==> config.mk <==
export PLATFORM = sky130hd
export DESIGN_NAME = dma_axi_write_master
export DESIGN_NICKNAME = d
export VERILOG_FILES = /design/src/rtl/dma_pkg.sv /design/src/rtl/dma_wbuf.sv /design/src/rtl/dma_axi_write_master.sv
export SDC_FILE = /design/constraint.sdc
export NUM_CORES = 1
export LEC_CHECK = 0
export CAP_MARGIN = 15
export CORE_AREA = 2 2 136 138
export DETAILED_ROUTE_END_ITERATION = 8
export DIE_AREA = 0 0 138 140
export PLACE_DENSITY = 0.82
export SLEW_MARGIN = 5
export SYNTH_ARGS = -nofsm -noshare
export SYNTH_HDL_FRONTEND = slang
export SYNTH_SLANG_ARGS = --single-unit
==> constraint.sdc <==
create_clock -name clk -period 9 [get_ports clk]
set_input_delay 0.9 -clock clk [delete_from_list [all_inputs] [get_ports clk]]
set_output_delay 0.9 -clock clk [all_outputs]
set_load 0.01 [all_outputs]
==> src/rtl/dma_pkg.sv <==
// ============================================================================
// Module : dma_pkg
// Shared AXI constants, FSM state encoding and helpers for the DMA write master.
// Rev    : 1.0
// ============================================================================
`default_nettype none

package dma_pkg;

  localparam logic [1:0] AXI_BURST_INCR = 2'b01;
  localparam logic [1:0] AXI_RESP_OKAY  = 2'b00;

  typedef enum logic [2:0] {
    S_IDLE = 3'd0,
    S_AW   = 3'd1,
    S_W    = 3'd2,
    S_B    = 3'd3,
    S_FIN  = 3'd4
  } state_t;

  // log2 of the beat size in bytes, i.e. the AXI AxSIZE encoding
  function automatic logic [2:0] axi_size(input int unsigned bytes);
    logic [2:0] sz;
    sz = 3'd0;
    for (int i = 0; i < 8; i++) begin
      if ((32'd1 << i) == bytes) sz = 3'(i);
    end
    return sz;
  endfunction

endpackage

`default_nettype wire

==> src/rtl/dma_wbuf.sv <==
// ============================================================================
// Module : dma_wbuf
// 2-entry skid buffer between the FIFO read port and the AXI W channel.
// Rev    : 1.0
// ============================================================================
`default_nettype none

module dma_wbuf
  import dma_pkg::*;
#(
  parameter int DATA_WIDTH = 32
) (
  input  logic                  clk,
  input  logic                  rst,
  input  logic                  i_clr,
  input  logic                  i_ren,
  input  logic [DATA_WIDTH-1:0] i_data,
  input  logic                  i_pop,
  output logic                  o_valid,
  output logic [DATA_WIDTH-1:0] o_data,
  output logic [1:0]            o_level
);

  logic [DATA_WIDTH-1:0] r_mem [2];
  logic                  r_inflight;
  logic                  r_wp;
  logic                  r_rp;
  logic [1:0]            r_cnt;

  // Clearing also drops a read still in flight, so words fetched before an
  // abort never leak into the next transfer.
  always_ff @(posedge clk) begin
    if (rst || i_clr) begin
      r_inflight <= 1'b0;
      r_wp       <= 1'b0;
      r_rp       <= 1'b0;
      r_cnt      <= 2'd0;
      for (int i = 0; i < 2; i++) r_mem[i] <= '0;
    end else begin
      r_inflight <= i_ren;
      if (r_inflight) begin
        r_mem[r_wp] <= i_data;
        r_wp        <= ~r_wp;
      end
      if (i_pop) r_rp <= ~r_rp;
      r_cnt <= r_cnt + {1'b0, r_inflight} - {1'b0, i_pop};
    end
  end

  assign o_valid = (r_cnt != 2'd0);
  assign o_data  = r_mem[r_rp];
  assign o_level = r_cnt + {1'b0, r_inflight};

endmodule

`default_nettype wire

==> src/rtl/dma_axi_write_master.sv <==
// ============================================================================
// Module : dma_axi_write_master
// Drains the DMA FIFO into memory as 4 KB-safe AXI4 INCR write bursts.
// Rev    : 1.0
// ============================================================================
`default_nettype none

module dma_axi_write_master
  import dma_pkg::*;
#(
  parameter int DATA_WIDTH = 32,
  parameter int ADDR_WIDTH = 32,
  parameter int LEN_WIDTH  = 16,
  parameter int MAX_BURST  = 16
) (
  input  logic                    clk,
  input  logic                    rst,
  input  logic                    start,
  input  logic [ADDR_WIDTH-1:0]   dst_addr,
  input  logic [LEN_WIDTH-1:0]    xfer_len,
  output logic                    busy,
  output logic                    done,
  output logic                    error,
  input  logic                    fifo_empty,
  output logic                    ren,
  input  logic [DATA_WIDTH-1:0]   data_out,
  output logic [ADDR_WIDTH-1:0]   awaddr,
  output logic [7:0]              awlen,
  output logic [2:0]              awsize,
  output logic [1:0]              awburst,
  output logic                    awvalid,
  input  logic                    awready,
  output logic [DATA_WIDTH-1:0]   wdata,
  output logic [DATA_WIDTH/8-1:0] wstrb,
  output logic                    wlast,
  output logic                    wvalid,
  input  logic                    wready,
  input  logic [1:0]              bresp,
  input  logic                    bvalid,
  output logic                    bready
);

  localparam logic [2:0] C_SIZE = axi_size(DATA_WIDTH / 8);
  localparam int         C_CW   = ((LEN_WIDTH > 13) ? LEN_WIDTH : 13) + 1;

  state_t                r_state;
  logic [ADDR_WIDTH-1:0] r_addr;
  logic [LEN_WIDTH-1:0]  r_rem;
  logic [LEN_WIDTH-1:0]  r_fetch;
  logic [8:0]            r_beats;
  logic [7:0]            r_awlen;
  logic [7:0]            r_beat;
  logic                  r_busy;
  logic                  r_done;
  logic                  r_err;

  logic [ADDR_WIDTH-1:0] w_next_addr;
  logic [LEN_WIDTH-1:0]  w_next_rem;
  logic [12:0]           w_4k_beats;
  logic [12:0]           w_cap;
  logic [8:0]            w_beats;
  logic [7:0]            w_awlen_next;
  logic                  w_err;
  logic                  w_active;
  logic                  w_pop;
  logic                  w_room;
  logic                  w_buf_valid;
  logic [1:0]            w_level;

  // Address/length of the burst about to be issued: the programmed values
  // from IDLE, otherwise the current burst advanced by its beat count.
  always_comb begin
    w_next_addr = r_addr + (ADDR_WIDTH'(r_beats) << C_SIZE);
    w_next_rem  = r_rem - LEN_WIDTH'(r_beats);
    if (r_state == S_IDLE) begin
      w_next_addr = dst_addr;
      w_next_rem  = xfer_len;
    end
  end

  assign w_4k_beats   = (13'h1000 - {1'b0, w_next_addr[11:0]}) >> C_SIZE;
  assign w_cap        = (w_4k_beats < 13'(MAX_BURST)) ? w_4k_beats : 13'(MAX_BURST);
  assign w_beats      = (C_CW'(w_next_rem) < C_CW'(w_cap)) ? 9'(w_next_rem) : 9'(w_cap);
  assign w_awlen_next = 8'(w_beats - 9'd1);
  assign w_err        = r_err | (bresp != AXI_RESP_OKAY);

  assign w_active = (r_state == S_AW) || (r_state == S_W) || (r_state == S_B);
  assign w_pop    = wvalid & wready;
  assign w_room   = (({1'b0, w_level} - {2'b0, w_pop}) < 3'd2);
  assign ren      = w_active & ~fifo_empty & (r_fetch != '0) & w_room;

  dma_wbuf #(
    .DATA_WIDTH (DATA_WIDTH)
  ) u_wbuf (
    .clk     (clk),
    .rst     (rst),
    .i_clr   ((r_state == S_IDLE) || (r_state == S_FIN)),
    .i_ren   (ren),
    .i_data  (data_out),
    .i_pop   (w_pop),
    .o_valid (w_buf_valid),
    .o_data  (wdata),
    .o_level (w_level)
  );

  always_ff @(posedge clk) begin
    if (rst) begin
      r_state <= S_IDLE;
      r_addr  <= '0;
      r_rem   <= '0;
      r_fetch <= '0;
      r_beats <= '0;
      r_awlen <= '0;
      r_beat  <= '0;
      r_busy  <= 1'b0;
      r_done  <= 1'b0;
      r_err   <= 1'b0;
    end else begin
      r_done <= 1'b0;
      if (ren) r_fetch <= r_fetch - LEN_WIDTH'(1);
      case (r_state)
        S_IDLE: begin
          if (start) begin
            r_err <= 1'b0;
            if (xfer_len != '0) begin
              r_state <= S_AW;
              r_busy  <= 1'b1;
              r_addr  <= w_next_addr;
              r_rem   <= w_next_rem;
              r_fetch <= xfer_len;
              r_beats <= w_beats;
              r_awlen <= w_awlen_next;
            end else begin
              r_state <= S_FIN;
              r_done  <= 1'b1;
            end
          end
        end
        S_AW: begin
          if (awready) begin
            r_state <= S_W;
            r_beat  <= '0;
          end
        end
        S_W: begin
          if (w_pop) begin
            if (wlast) r_state <= S_B;
            else       r_beat  <= r_beat + 8'd1;
          end
        end
        S_B: begin
          if (bvalid) begin
            r_err  <= w_err;
            r_addr <= w_next_addr;
            r_rem  <= w_next_rem;
            // A failed response abandons the bursts that remain
            if ((w_next_rem == '0) || w_err) begin
              r_state <= S_FIN;
              r_done  <= 1'b1;
              r_busy  <= 1'b0;
            end else begin
              r_state <= S_AW;
              r_beats <= w_beats;
              r_awlen <= w_awlen_next;
            end
          end
        end
        S_FIN:   r_state <= S_IDLE;
        default: r_state <= S_IDLE;
      endcase
    end
  end

  assign busy    = r_busy;
  assign done    = r_done;
  assign error   = r_done & r_err;
  assign awaddr  = r_addr;
  assign awlen   = r_awlen;
  assign awsize  = C_SIZE;
  assign awburst = AXI_BURST_INCR;
  assign awvalid = (r_state == S_AW);
  assign wvalid  = (r_state == S_W) & w_buf_valid;
  assign wlast   = wvalid & (r_beat == r_awlen);
  assign wstrb   = '1;
  assign bready  = (r_state == S_B);

endmodule

`default_nettype wire

==> metrics.txt <==
mapped cell area between 0.009 and 0.01 sq mm; # resized after CTS 0; Core Box Area 0.0178 sq mm; GP Congestion 0.903; max cap viols 0; Crit path largest cell delay 740 ps; drt total wl 25.3 mm; ys async rst share 0%; initial DRC count 592; clk buf depth 2; outcome completed; first-pass GRT wire length approximately 42 mm; clock slew at reported path FFs 70 ps; commonest non-fill, non-tap cells in the layout clkdlybuf4s50_1 (167), nor2_1 (136), dfxtp_1 (101); post-synth cell types 77; # diodes 0; crit path DAT 6090 ps; die span in y between 100 and 150 um; final worst slack 3250 ps; Final Hold Viols 0; Achievable Freq about 170 MHz; setup TNS 0 ps; ys flop type dfxtp_1; H-tree levels 4; clk root buf clkbuf_16; layout cell share with drive strength beyond 1 8.46%; Tmin final 5750 ps; CP endpoint kind flop; sequential fraction of the synthesis area 41.1%; #FFs+latches synth 165; Critical Path Slowest Stage Cell nor3_4; pin count of the biggest net entering global routing 92; cts bufs inserted 17; leading area contributor after synthesis dfxtp_1; Mean Syn Cell Area 8.90 sq um; Total Routing Usage GR a little over a quarter; Hold Path Class flop to flop; worst slew pin tran 1060 ps; vias in the first global route ~8000; die width 138 um; Cell Chain, Critical Path nor3_4, buf_4, nor2_1, mux2_2, nor2_1, nor3_2, ha_1, a21o_1, a21o_1, a21oi_1, o21ai_0, inv_1, o211ai_1, or3_1, nor2_1, a21oi_1, ha_1, nand4_1, xnor2_1, nand2_1, a311oi_1; Worst Path Required 9340 ps; Setup Crit Path Kind flop to flop; initial antenna violation count 0; effective utilization at floorplan 54.0%; Routed Antenna Nets 0; Ys Warns 0; CTS tree yes; Top cell by count, worst path nor2_1; postcts setup bufs 0; final setup vio count 0; worst slack, placed about 3200 ps; DR vias/cell 5.81; Buffers on Ports 168; P&R area growth vs syn 24.4%; # DRC 0; Peak VDD IR 0.000246 V; worst skew pair latency about 440 ps; final core utilization 67.2%; Pwr Density 336 mW/mm^2; unrepaired setup endpoints after global routing false; Slew Viols, Final 0; via count between 8000 and 9000; nets@finish 1341; io pins 178; share of the synthesized area in the top cell type 21.0%; cts hold-fix bufs 0; Pleak ~4.7 nW; DPL Wire Length 17.8 mm; grt total ovfl 0; most common cell after layout, fill and taps aside clkdlybuf4s50_1; CP Launch Type flop; Mapped Cells between 1000 and 1500; Routed WL per cell approximately 17 um; EDFF count, synth 64; Synth area leaders dfxtp_1 (21%), edfxtp_1 (20%), nor2_1 (5.3%), and2_1 (4.8%), ha_1 (4.3%); clock skew 13.4 ps; Slew Limit Headroom 28.7%; Crit Path Max Fanout 53; num rows 49; Final Cycle Share 63.9%; iteration count of the initial detailed-routing pass 6; Clock Sink Count 165; die area 0.0193 sq mm
cell type report:
type                    count  area (sq um)
fillers                  1428          5830
multi-input cells         828          5260
flip-flops and latches    165          3940
repair buffers            178          1750
clock buffers              17           425
well taps                 229           287
clock inverters            15           179
inverters                  27           101
synth_stat cells (all sizes together) (17+ instances only):
master,count
a211oi,46
a21oi,69
and2,73
buf,29
clkbuf,43
dfxtp,101
edfxtp,64
ha,33
inv,27
mux2,34
nand2,83
nand3,26
nor2,137
nor3,33
o21ai,47
xnor2,17
xor2,29
flip-flops by register name (all words and copies together), names as in the netlist, named ones only:
signal,flops
awaddr,32
awlen,8
busy,1
done,1
r_beat,8
r_beats,9
r_err,1
r_fetch,16
r_rem,16
r_state,3
u_wbuf.r_cnt,2
u_wbuf.r_inflight,1
u_wbuf.r_mem,64
u_wbuf.r_rp,1
u_wbuf.r_wp,1
critical path, delay by kind of cell (launching register included):
kind,cells,cell delay (ps)
simple gates,8,2540
compound gates,7,1150
buf+inv,2,630
fa+ha+maj,2,520
flops,1,410
mux,1,270
xor+xnor,1,120
routing by layer:
| metal | vias up | GRT usage (%) | wire length (um) |
|---|---|---|---|
| li1 | 4130 | - | - |
| met1 | 4001 | 36.4 | 11500 |
| met2 | 306 | 41.2 | 11300 |
| met3 | 45 | 5.54 | 1690 |
| met4 | 0 | 10.0 | 717 |
| met5 | - | 0 | 0 |
path summary, 6_finish.rpt:
check                           startpoint  slack [ps]  cells past startpoint  endpoint
worst max register to register  r_state[2]        3250                     21  awlen[6]
worst max-delay path            r_state[2]        3250                     21  awlen[6]
worst min-delay path              r_rem[2]         480                      2  r_rem[2]
worst min register to register    r_rem[2]         480                      2  r_rem[2]
cell families (layout without fill, tap and decap cells):
family | count (synthesis) | in the layout | synth area share, %
adders and majority gates | 35 | 35 | 4.72
buffers and inverters | 99 | 237 | 4.83
and+or+nand+nor | 445 | 445 | 23.6
muxes | 41 | 41 | 4.75
other | 2 | 15 | 0.0782
xor gates and xnor gates | 46 | 46 | 4.19
AOI/OAI and AO/OA | 246 | 246 | 16.8
DFF | 165 | 165 | 41.1
stage by stage:
stage	total power, W	hold WS [ps]	instances	cell area (sq um)
2_1_floorplan	0.00265	441	1092	9650
3_3_place_gp	0.00322	455	1426	11300
3_5_place_dp	0.00326	460	1426	11300
4_1_cts	0.00401	472	1458	11900
5_1_grt	0.00431	497	1459	11900
6_report	0.00402	477	1459	11900
power by group:
group | internal [W] | switching, W
registers | 0.00103 | 0.000163
clock network | 0.000376 | 0.000356
logic | 0.000863 | 0.00123
Note: power is estimated with default switching activity, not from simulation.
